**src/rtl/branch_redirect_ctrl_pkg.sv**
```systemverilog
// Shared types and constants for the branch redirect controller.
// Holds the FSM state encoding, default parameter values and a target
// alignment helper used by the top level.
package branch_redirect_ctrl_pkg;

  localparam int unsigned XLEN_DEF         = 32;
  localparam int unsigned FLUSH_CYCLES_DEF = 2;
  localparam int unsigned CNT_W            = 4;
  localparam int unsigned STAT_W           = 32;

  typedef enum logic [1:0] {
    ST_IDLE     = 2'd0,
    ST_REDIRECT = 2'd1,
    ST_FLUSH    = 2'd2
  } state_t;

  // RV32I without compressed instructions needs word-aligned targets
  function automatic logic is_misaligned(input logic [1:0] lsb);
    return lsb != 2'b00;
  endfunction

endpackage

```
**src/rtl/branch_redirect_ctrl_if.sv**
```systemverilog
// Redirect handshake between the redirect controller and fetch.
//   redirect_valid : redirect request to fetch
//   redirect_pc    : new fetch PC, stable while redirect_valid is high
//   fetch_ready    : fetch accepts the redirect this cycle
// master = redirect controller, slave = fetch.
interface branch_redirect_ctrl_if
  import branch_redirect_ctrl_pkg::*;
#(
  parameter int unsigned XLEN = XLEN_DEF
);
  logic            redirect_valid;
  logic [XLEN-1:0] redirect_pc;
  logic            fetch_ready;

  modport master (output redirect_valid, output redirect_pc, input fetch_ready);
  modport slave  (input redirect_valid, input redirect_pc, output fetch_ready);
endinterface

```
**src/rtl/branch_redirect_ctrl_sat_counter.sv**
```systemverilog
// Saturating up-counter with synchronous clear.
//   clk   : clock
//   clr   : synchronous clear, active high
//   inc   : increment request
//   count : current value, sticks at all-ones
module branch_redirect_ctrl_sat_counter
  import branch_redirect_ctrl_pkg::*;
#(
  parameter int unsigned W = STAT_W
) (
  input  logic         clk,
  input  logic         clr,
  input  logic         inc,
  output logic [W-1:0] count
);

  always_ff @(posedge clk) begin
    if (clr) begin
      count <= '0;
    end else if (inc && (count != '1)) begin
      count <= count + W'(1);
    end
  end

endmodule

```
**src/rtl/branch_redirect_ctrl.sv**
```systemverilog
// Control-flow redirect sequencer for the RV32I pipeline.
// Samples EX branch/jump resolution, issues a redirect to fetch, flushes
// IF/ID while holding EX, and flags misaligned targets for trap handling.
// Ports:
//   clk, rst                     : clock, synchronous active-high reset
//   ex_valid/ex_is_branch/ex_is_jump/branch_taken : EX resolution info
//   branch_target, jump_target   : candidate targets
//   stall_in                     : EX frozen this cycle
//   fetch (master)               : redirect_valid/redirect_pc/fetch_ready
//   flush_if, flush_id, hold_ex  : pipeline control
//   misalign_trap                : one-cycle misaligned-target pulse
//   branch_count, taken_count    : statistics (BRANCH_STATS_EN macro)
module branch_redirect_ctrl
  import branch_redirect_ctrl_pkg::*;
#(
  parameter int unsigned XLEN         = XLEN_DEF,
  parameter int unsigned FLUSH_CYCLES = FLUSH_CYCLES_DEF
) (
  input  logic                  clk,
  input  logic                  rst,
  input  logic                  ex_valid,
  input  logic                  ex_is_branch,
  input  logic                  ex_is_jump,
  input  logic                  branch_taken,
  input  logic [XLEN-1:0]       branch_target,
  input  logic [XLEN-1:0]       jump_target,
  input  logic                  stall_in,
  branch_redirect_ctrl_if.master fetch,
  output logic                  flush_if,
  output logic                  flush_id,
  output logic                  hold_ex,
  output logic                  misalign_trap,
  output logic [STAT_W-1:0]     branch_count,
  output logic [STAT_W-1:0]     taken_count
);

  if ((FLUSH_CYCLES < 1) || (FLUSH_CYCLES > 15)) begin : g_bad_flush_cycles
    $error("branch_redirect_ctrl: FLUSH_CYCLES must be within 1..15");
  end

  localparam logic [CNT_W-1:0] CNT_LOAD = CNT_W'(FLUSH_CYCLES - 1);

  state_t           state_q, state_d;
  logic [CNT_W-1:0] cnt_q, cnt_d;
  logic [XLEN-1:0]  pc_q, pc_d;
  logic             rv_q, rv_d;
  logic             flush_q, flush_d;
  logic             hold_q, hold_d;
  logic             trap_q, trap_d;
  logic [XLEN-1:0]  target;
  logic             resolve;

  // Next state and next registered outputs
  always_comb begin
    state_d = state_q;
    cnt_d   = cnt_q;
    pc_d    = pc_q;
    rv_d    = 1'b0;
    flush_d = 1'b0;
    hold_d  = 1'b0;
    trap_d  = 1'b0;
    target  = ex_is_jump ? jump_target : branch_target;
    resolve = ex_valid && !stall_in && (ex_is_jump || (ex_is_branch && branch_taken));

    unique case (state_q)
      ST_IDLE: begin
        if (resolve) begin
          if (is_misaligned(target[1:0])) begin
            trap_d = 1'b1;
          end else begin
            state_d = ST_REDIRECT;
            pc_d    = target;
            rv_d    = 1'b1;
            flush_d = 1'b1;
            hold_d  = 1'b1;
          end
        end
      end
      ST_REDIRECT: begin
        flush_d = 1'b1;
        hold_d  = 1'b1;
        if (fetch.fetch_ready) begin
          state_d = ST_FLUSH;
          cnt_d   = CNT_LOAD;
        end else begin
          rv_d = 1'b1;
        end
      end
      ST_FLUSH: begin
        // Outputs drop together with the return to IDLE
        if (cnt_q == '0) begin
          state_d = ST_IDLE;
        end else begin
          cnt_d   = cnt_q - CNT_W'(1);
          flush_d = 1'b1;
          hold_d  = 1'b1;
        end
      end
      default: state_d = ST_IDLE;
    endcase
  end

  // State and output registers
  always_ff @(posedge clk) begin
    if (rst) begin
      state_q <= ST_IDLE;
      cnt_q   <= '0;
      pc_q    <= '0;
      rv_q    <= 1'b0;
      flush_q <= 1'b0;
      hold_q  <= 1'b0;
      trap_q  <= 1'b0;
    end else begin
      state_q <= state_d;
      cnt_q   <= cnt_d;
      pc_q    <= pc_d;
      rv_q    <= rv_d;
      flush_q <= flush_d;
      hold_q  <= hold_d;
      trap_q  <= trap_d;
    end
  end

  assign fetch.redirect_valid = rv_q;
  assign fetch.redirect_pc    = pc_q;
  assign flush_if             = flush_q;
  assign flush_id             = flush_q;
  assign hold_ex              = hold_q;
  assign misalign_trap        = trap_q;

`ifdef BRANCH_STATS_EN
  logic branch_seen;
  logic taken_seen;

  // Only IDLE-state branches are new resolutions; others are held in EX
  assign branch_seen = ex_valid && !stall_in && ex_is_branch && (state_q == ST_IDLE);
  assign taken_seen  = branch_seen && branch_taken;

  branch_redirect_ctrl_sat_counter #(.W(STAT_W)) u_branch_cnt (
    .clk   (clk),
    .clr   (rst),
    .inc   (branch_seen),
    .count (branch_count)
  );

  branch_redirect_ctrl_sat_counter #(.W(STAT_W)) u_taken_cnt (
    .clk   (clk),
    .clr   (rst),
    .inc   (taken_seen),
    .count (taken_count)
  );
`else
  assign branch_count = '0;
  assign taken_count  = '0;
`endif

endmodule

```
**src/flat_wrapper.sv**
```systemverilog
// flat-port wrapper written by rule: the top's interface ports become plain ports
module branch_redirect_ctrl_flat import branch_redirect_ctrl_pkg::*;
#(
  parameter int unsigned XLEN         = XLEN_DEF,
  parameter int unsigned FLUSH_CYCLES = FLUSH_CYCLES_DEF
)
  (clk, rst, ex_valid, ex_is_branch, ex_is_jump, branch_taken, branch_target, jump_target, stall_in, flush_if, flush_id, hold_ex, misalign_trap, branch_count, taken_count, fetch_redirect_valid, fetch_redirect_pc, fetch_fetch_ready);
  branch_redirect_ctrl_if #(.XLEN(XLEN)) fetch_i ();
  input  logic clk;
  input  logic rst;
  input  logic ex_valid;
  input  logic ex_is_branch;
  input  logic ex_is_jump;
  input  logic branch_taken;
  input  logic [XLEN-1:0] branch_target;
  input  logic [XLEN-1:0] jump_target;
  input  logic stall_in;
  output logic flush_if;
  output logic flush_id;
  output logic hold_ex;
  output logic misalign_trap;
  output logic [STAT_W-1:0] branch_count;
  output logic [STAT_W-1:0] taken_count;
  output wire logic [$bits(fetch_i.redirect_valid)-1:0] fetch_redirect_valid;
  output wire logic [$bits(fetch_i.redirect_pc)-1:0] fetch_redirect_pc;
  input wire logic [$bits(fetch_i.fetch_ready)-1:0] fetch_fetch_ready;
  assign fetch_redirect_valid = fetch_i.redirect_valid;
  assign fetch_redirect_pc = fetch_i.redirect_pc;
  assign fetch_i.fetch_ready = fetch_fetch_ready;
  branch_redirect_ctrl #(.XLEN(XLEN), .FLUSH_CYCLES(FLUSH_CYCLES)) u_core (.clk(clk), .rst(rst), .ex_valid(ex_valid), .ex_is_branch(ex_is_branch), .ex_is_jump(ex_is_jump), .branch_taken(branch_taken), .branch_target(branch_target), .jump_target(jump_target), .stall_in(stall_in), .fetch(fetch_i), .flush_if(flush_if), .flush_id(flush_id), .hold_ex(hold_ex), .misalign_trap(misalign_trap), .branch_count(branch_count), .taken_count(taken_count));
endmodule
```
**config.mk**
```make
export PLATFORM = sky130hd
export DESIGN_NAME = branch_redirect_ctrl_flat
export DESIGN_NICKNAME = d
export VERILOG_FILES = /design/src/rtl/branch_redirect_ctrl_pkg.sv /design/src/rtl/branch_redirect_ctrl_if.sv /design/src/rtl/branch_redirect_ctrl_sat_counter.sv /design/src/rtl/branch_redirect_ctrl.sv /design/src/flat_wrapper.sv
export SDC_FILE = /design/constraint.sdc
export NUM_CORES = 1
export LEC_CHECK = 0
export CAP_MARGIN = 10
export CORE_UTILIZATION = 41
export CTS_BUF_LIST = sky130_fd_sc_hd__clkbuf_4
export DETAILED_ROUTE_END_ITERATION = 10
export PLACE_DENSITY = 0.89
export SYNTH_ARGS = -nofsm -noshare
export SYNTH_HDL_FRONTEND = slang
export SYNTH_SLANG_ARGS = --single-unit
```
**constraint.sdc**
```tcl
create_clock -name clk -period 3.1 [get_ports clk]
set_input_delay 0.62 -clock clk [delete_from_list [all_inputs] [get_ports clk]]
set_output_delay 0.62 -clock clk [all_outputs]
set_load 0.01 [all_outputs]
```
# --- After elaboration in Yosys (flattened, before gate mapping) ---
# Index checks and enable logic that the tools add are counted.
classes:
  reduce_logical: 13
  bitwise: 3
  add_sub_neg: 1
  n_eq_ne: 7
  n_mux: 16
ops:
  columns: ["cell", "n"]
  rows:
  - ["two-way mux 32 bit", 1]
  - ["two-way mux 2 bit", 4]
  - ["two-way mux 4 bit", 2]
  - ["one-hot mux 4 bit (2 select lines)", 1]
  - ["!= test 2 bit, second input constant", 3]
  - ["one-hot mux 2 bit (3 select lines)", 1]
  - ["AND reduction 3 bit", 2]
  - ["two-way mux 1 bit", 5]
  - ["zero test 4 bit", 1]
  - ["!= test 2 x 1 -> 1 bit, second input constant", 2]
  - ["AND reduction 4 bit", 1]
  - ["nonzero test 2 bit", 2]
  - ["subtractor 4 x 1 -> 4 bit, second input constant", 1]
  - ["logical AND 1 bit", 3]
  - ["NOT 1 bit", 3]
  - ["one-hot mux 1 bit (3 select lines)", 1]
  - ["OR reduction 3 bit", 1]
  - ["== test 2 x 1 -> 1 bit, second input constant", 1]
  - ["== test 2 bit, second input constant", 1]
  - ["zero test 2 bit", 1]
  - ["one-hot mux 1 bit (2 select lines)", 1]
  - ["zero test 1 bit", 1]
  - ["logical OR 1 bit", 1]
word_totals:
  register_bits: 41
  out_inout_bits: 101
  inputBits: 72

# --- Logic depth before layout (Yosys ltp) ---
logic_depth:
  ltp_word: 5
  mapped_depth: 5
  mapped_depth_nobuf: 5

# --- Least setup slack after synthesis ---
# Ideal clock, no wire load.
synth_timing:
  kind: "input to register"
  start: "in ex_is_jump"
  end: "reg u_core.pc_q[10] (netlist: u_core.fetch.redirect_pc[10])"
  t_required_ns: 2.979
  arrival_ns: 1.724
  cell_stages: 5
  slack_ns: 1.254
  setup_ns: 0.121
  path_cell_list: "buf_2 -> nor3b_2 -> o211ai_4 -> buf_6 -> mux2_4"
synth_between:
  elab_chain_len: 4
synth_lines:
  columns: ["element", "line", "rtl"]
  rows:
  - ["start: declaration", "flat_wrapper.sv:13", "input logic ex_is_jump;"]
  - ["two-way mux 32 bit", "branch_redirect_ctrl.sv:62", "target = ex_is_jump ? jump_target : branch_target;"]
  - ["nonzero test 2 bit", "branch_redirect_ctrl_pkg.sv:19", "return lsb != 2'b00;"]
  - ["NOT 1 bit (no line)", null, null]
  - ["AND reduction 3 bit (no line)", null, null]
  - ["end signal: assignment", "branch_redirect_ctrl.sv:116", "pc_q <= pc_d;"]
  - ["end: declaration", "branch_redirect_ctrl.sv:45", "logic [XLEN-1:0] pc_q, pc_d;"]
# Several ways; a longest one is shown, not always the timed one.
# A chain may end at the register's enable or synchronous reset.

# --- Worst setup path after layout ---
layout_timing:
  start: "in jump_target[1]"
  end: "reg u_core.pc_q[5] (netlist: u_core.fetch.redirect_pc[5])"
layout_between:
  elab_chain_len: 4
layout_lines:
  columns: ["element", "line", "rtl"]
  rows:
  - ["start: declaration", "flat_wrapper.sv:16", "input logic [XLEN-1:0] jump_target;"]
  - ["two-way mux 32 bit", "branch_redirect_ctrl.sv:62", null]
  - ["nonzero test 2 bit", "branch_redirect_ctrl_pkg.sv:19", null]
  - ["NOT 1 bit (no line)", null, null]
  - ["AND reduction 3 bit (no line)", null, null]
# No other way between the ends.

==> implementation parameters <==
Parameter                              Value

Routing
  First DRT Iteration DRCs    62
  Routed wire length    5862 um
  First-pass detailed-route iteration total    7
  Routed vias/inst    4.503
  Post-route antenna net violation count    0
  Routed via count    2,076
  DRC violation count after routing    24
  Detail-routed net length per standard cell    12.72 um

Yosys
  Cell taking the most area after synthesis    sky130_fd_sc_hd__dfxtp_1
  Main area contributors after synthesis    sky130_fd_sc_hd__dfxtp_1 30%, sky130_fd_sc_hd__buf_4 18%, sky130_fd_sc_hd__mux2_4 14%, sky130_fd_sc_hd__mux2i_1 11%, sky130_fd_sc_hd__nor2b_1 7.1%
  Avg Inst Size Synth    9.705 um^2
  Total of warnings raised by yosys    0
  Yosys reg bits    41
  Synth top area share    29.89%
  Sequential area share after synthesis    29.89%
  Mapped Area    between 2000 and 3000 um^2
  Yosys cell types    35
  Post-synthesis instance total    between 200 and 300

Clock network
  Clock Latency Late Sink    330 ps
  TritonCTS clock tree    yes
  CTS resizes    0
  Buffers inserted during post-CTS setup optimization    0
  Number of hold-repair buffers added at the cts stage    0
  Clock slew at reported path FFs    roughly 120 ps
  Root Driver    sky130_fd_sc_hd__clkbuf_4
  Worst-case clock buffer depth    2
  Clock sinks    41
  Inserted Clock Buffers    5
  H-tree lvl count    2

Floorplan
  Placement row count    29
  Starting density of the core    42.76%
  Die height    83.85 um
  Placeable core region    6422 um^2
  Top-Level Pins    173
  Overall die area    7030 um^2
  Chip Width    ~84 um

Worst setup path
  Family with the most delay on the worst path    buffers and inverters
  Number of cells on the critical path    5
  Data arrival at the endpoint of the critical path    2360 ps
  Worst path buffer plus inverter count    2
  Largest stage delay, worst path    around 520 ps
  Critical path's slowest cell    sky130_fd_sc_hd__o211ai_4
  Cell-by-cell trace of the critical path    clkdlybuf4s50_1 > nor3b_2 > o211ai_4 > buf_12 > mux2_2
  Kind of critical path    in -> reg
  Required time of the worst setup path    3340 ps
  Crit path launch type    input port
  Largest fanout of any net on the critical path    23
  Worst R2R Setup Slack    1350 ps
  CP Capture Type    flip-flop
  Register-to-Register Path Depth    4

Pwr
  Total power per unit cell area    305.8 nW/um^2
  Largest voltage drop on the vdd net    between 0.15 and 0.2 mV
  Static leakage power    about 1.7 nW

Final layout
  Filler-free cell count of the finished design    between 400 and 500
  Fillers    554
  Number of inserted diodes    0
  Area Overhead vs Synth    34.58%
  Final Util    57.55%
  Final net count    457
  Fraction of layout cells with a size suffix above 1    12.76%

STA
  Worst hold slack    between 500 and 600 ps
  Final setup TNS    0 ps
  RSZ-0062 raised after global routing    no
  Final slew viol count    0
  Maximum frequency from static timing analysis    471.8 MHz
  Share of the clock period used by the worst path    68.37%
  Final count of negative-setup-slack endpoints    0
  Worst clock skew    8.256 ps
  Shortest clock period the worst path allows after layout    2119 ps
  Headroom to the max-slew limit    60.27%
  Actual transition at the worst max-transition pin    between 500 and 600 ps
  Final hold violations    0

Status
  Status    finished with violations
  Violations in the final reports    DRC

GRT
  Overall overflow remaining after global route    0
  First-pass GRT wire length    9142 um
  Initial antenna violation count    0
  Pin count of the biggest net entering global routing    39
  Overall routing resource usage    around 16%
  Number of global-route vias before repair    1,992

Place
  Port Buf Inserts    roughly 110
  Final RePlAce weighted congestion    0.7445
  Placed wire-length estimate after detailed placement    roughly 4600 um
  Count of placed standard cells including taps    453

Worst hold path
  Class of the tightest hold or removal check    reg -> reg
  Worst hold path cell count    1

Flow run
  Max-capacitance violation count    0
[where the power goes]
| part | internal (mW) | total, mW | switching [mW] | leakage (nW) |
|---|---|---|---|---|
| Combinational | 0.137 | 0.247 | 0.110 | 1.30 |
| Clock | 0.177 | 0.345 | 0.168 | 0.0433 |
| Sequential | 0.535 | 0.539 | 0.00427 | 0.331 |
[logic make-up after synthesis]
kind of cell / count (synthesis) / share of synthesized area, %
buffers and inverters: 83 / 21.41
AND/OR/NAND/NOR: 83 / 17.40
multiplexers: 60 / 26.65
flip-flops: 41 / 29.89
AO/OA/AOI/OAI: 13 / 3.599
adder cells (fa/ha/maj): 2 / 0.9110
other: 1 / 0.1365
[worst reg2reg max path: stages (launching register included)]
cell and delay, ps:
sky130_fd_sc_hd__dfxtp_1 380, sky130_fd_sc_hd__nor4b_4 390, sky130_fd_sc_hd__o211ai_4 280, sky130_fd_sc_hd__buf_12 270, sky130_fd_sc_hd__mux2_4 320
[cell type report]
type | instances | area, um^2 | share of cell area [%]
Multi-Input combinational cell | 222 | 1574 | 42.59
Timing Repair Buffer | 111 | 1119 | 30.26
Sequential cell | 41 | 820.8 | 22.21
Tap cell | 77 | 96.34 | 2.607
Clock buffer | 6 | 45.04 | 1.219
Clock inverter | 2 | 33.78 | 0.9140
Inverter | 2 | 7.507 | 0.2031
[cells in the mapped netlist]
cell                       number
sky130_fd_sc_hd__a21o_1         1
sky130_fd_sc_hd__a21oi_1        4
sky130_fd_sc_hd__a31o_2         1
sky130_fd_sc_hd__a31oi_1        4
sky130_fd_sc_hd__and3b_1        2
sky130_fd_sc_hd__buf_2          5
sky130_fd_sc_hd__buf_4         66
sky130_fd_sc_hd__buf_6          3
sky130_fd_sc_hd__clkbuf_1       7
sky130_fd_sc_hd__conb_1         1
sky130_fd_sc_hd__dfxtp_1       41
sky130_fd_sc_hd__ha_1           2
sky130_fd_sc_hd__inv_1          2
sky130_fd_sc_hd__mux2_2         5
sky130_fd_sc_hd__mux2_4        25
sky130_fd_sc_hd__mux2i_1       30
sky130_fd_sc_hd__nand2_1        2
sky130_fd_sc_hd__nand2b_1       2
sky130_fd_sc_hd__nand3_1        3
sky130_fd_sc_hd__nand3b_1       2
sky130_fd_sc_hd__nand4b_1       1
sky130_fd_sc_hd__nor2_1        30
sky130_fd_sc_hd__nor2b_1       31
sky130_fd_sc_hd__nor3_2         1
sky130_fd_sc_hd__nor3b_1        1
sky130_fd_sc_hd__nor3b_2        1
sky130_fd_sc_hd__nor4_1         2
sky130_fd_sc_hd__nor4b_4        1
sky130_fd_sc_hd__o211ai_1       1
sky130_fd_sc_hd__o211ai_4       1
sky130_fd_sc_hd__o311ai_0       1
sky130_fd_sc_hd__or2_2          1
sky130_fd_sc_hd__or2b_1         1
sky130_fd_sc_hd__or3_1          1
sky130_fd_sc_hd__or3b_2         1
[cells in the final DEF, fill, tap and decap left out, types with 3 or more instances in the layout]
cell and n:
sky130_fd_sc_hd__clkbuf_4 6, sky130_fd_sc_hd__a21oi_1 4, sky130_fd_sc_hd__clkdlybuf4s50_1 106, sky130_fd_sc_hd__nand3_1 3, sky130_fd_sc_hd__mux2i_1 30, sky130_fd_sc_hd__a31oi_1 4, sky130_fd_sc_hd__nor2b_1 31, sky130_fd_sc_hd__nor2_1 30
sky130_fd_sc_hd__dfxtp_1 41, sky130_fd_sc_hd__mux2_4 25, sky130_fd_sc_hd__mux2_2 5, sky130_fd_sc_hd__conb_1 64
[final timing paths]
path                               startpoint                      endpoint
setup / recovery               jump_target[1]   u_core.fetch.redirect_pc[5]
hold / removal    u_core.fetch.redirect_pc[0]   u_core.fetch.redirect_pc[0]
setup reg to reg            u_core.state_q[0]  u_core.fetch.redirect_pc[23]
hold reg to reg   u_core.fetch.redirect_pc[0]   u_core.fetch.redirect_pc[0]
[metrics by stage]
step | total power [mW] | cell area, um^2 | worst slack [ps]
after CTS | 1.149 | 3696 | 970.1
after detailed placement | 0.7983 | 3617 | 574.1
after global routing | 1.184 | 3696 | 921.6
final | 1.130 | 3696 | 980.6
after global placement | 0.7923 | 3617 | 606.4
after floorplan | 0.7355 | 2983 | 1254
[registers in the layout (all words and copies together), names as in the netlist]
name and cells:
u_core.fetch.redirect_pc 32, u_core.flush_id 1, u_core.fetch.redirect_valid 1, u_core.cnt_q 4, u_core.misalign_trap 1, u_core.state_q 2
[per-layer routing]
layer	wire length [um]	up-vias	track usage [%]
li1	-	1016	-
met1	2267	971	17.71
met2	3183	87	31.22
met3	392	2	4.352
met4	18	0	3.292
met5	0	-	0
(Power assumes the default switching activity.)
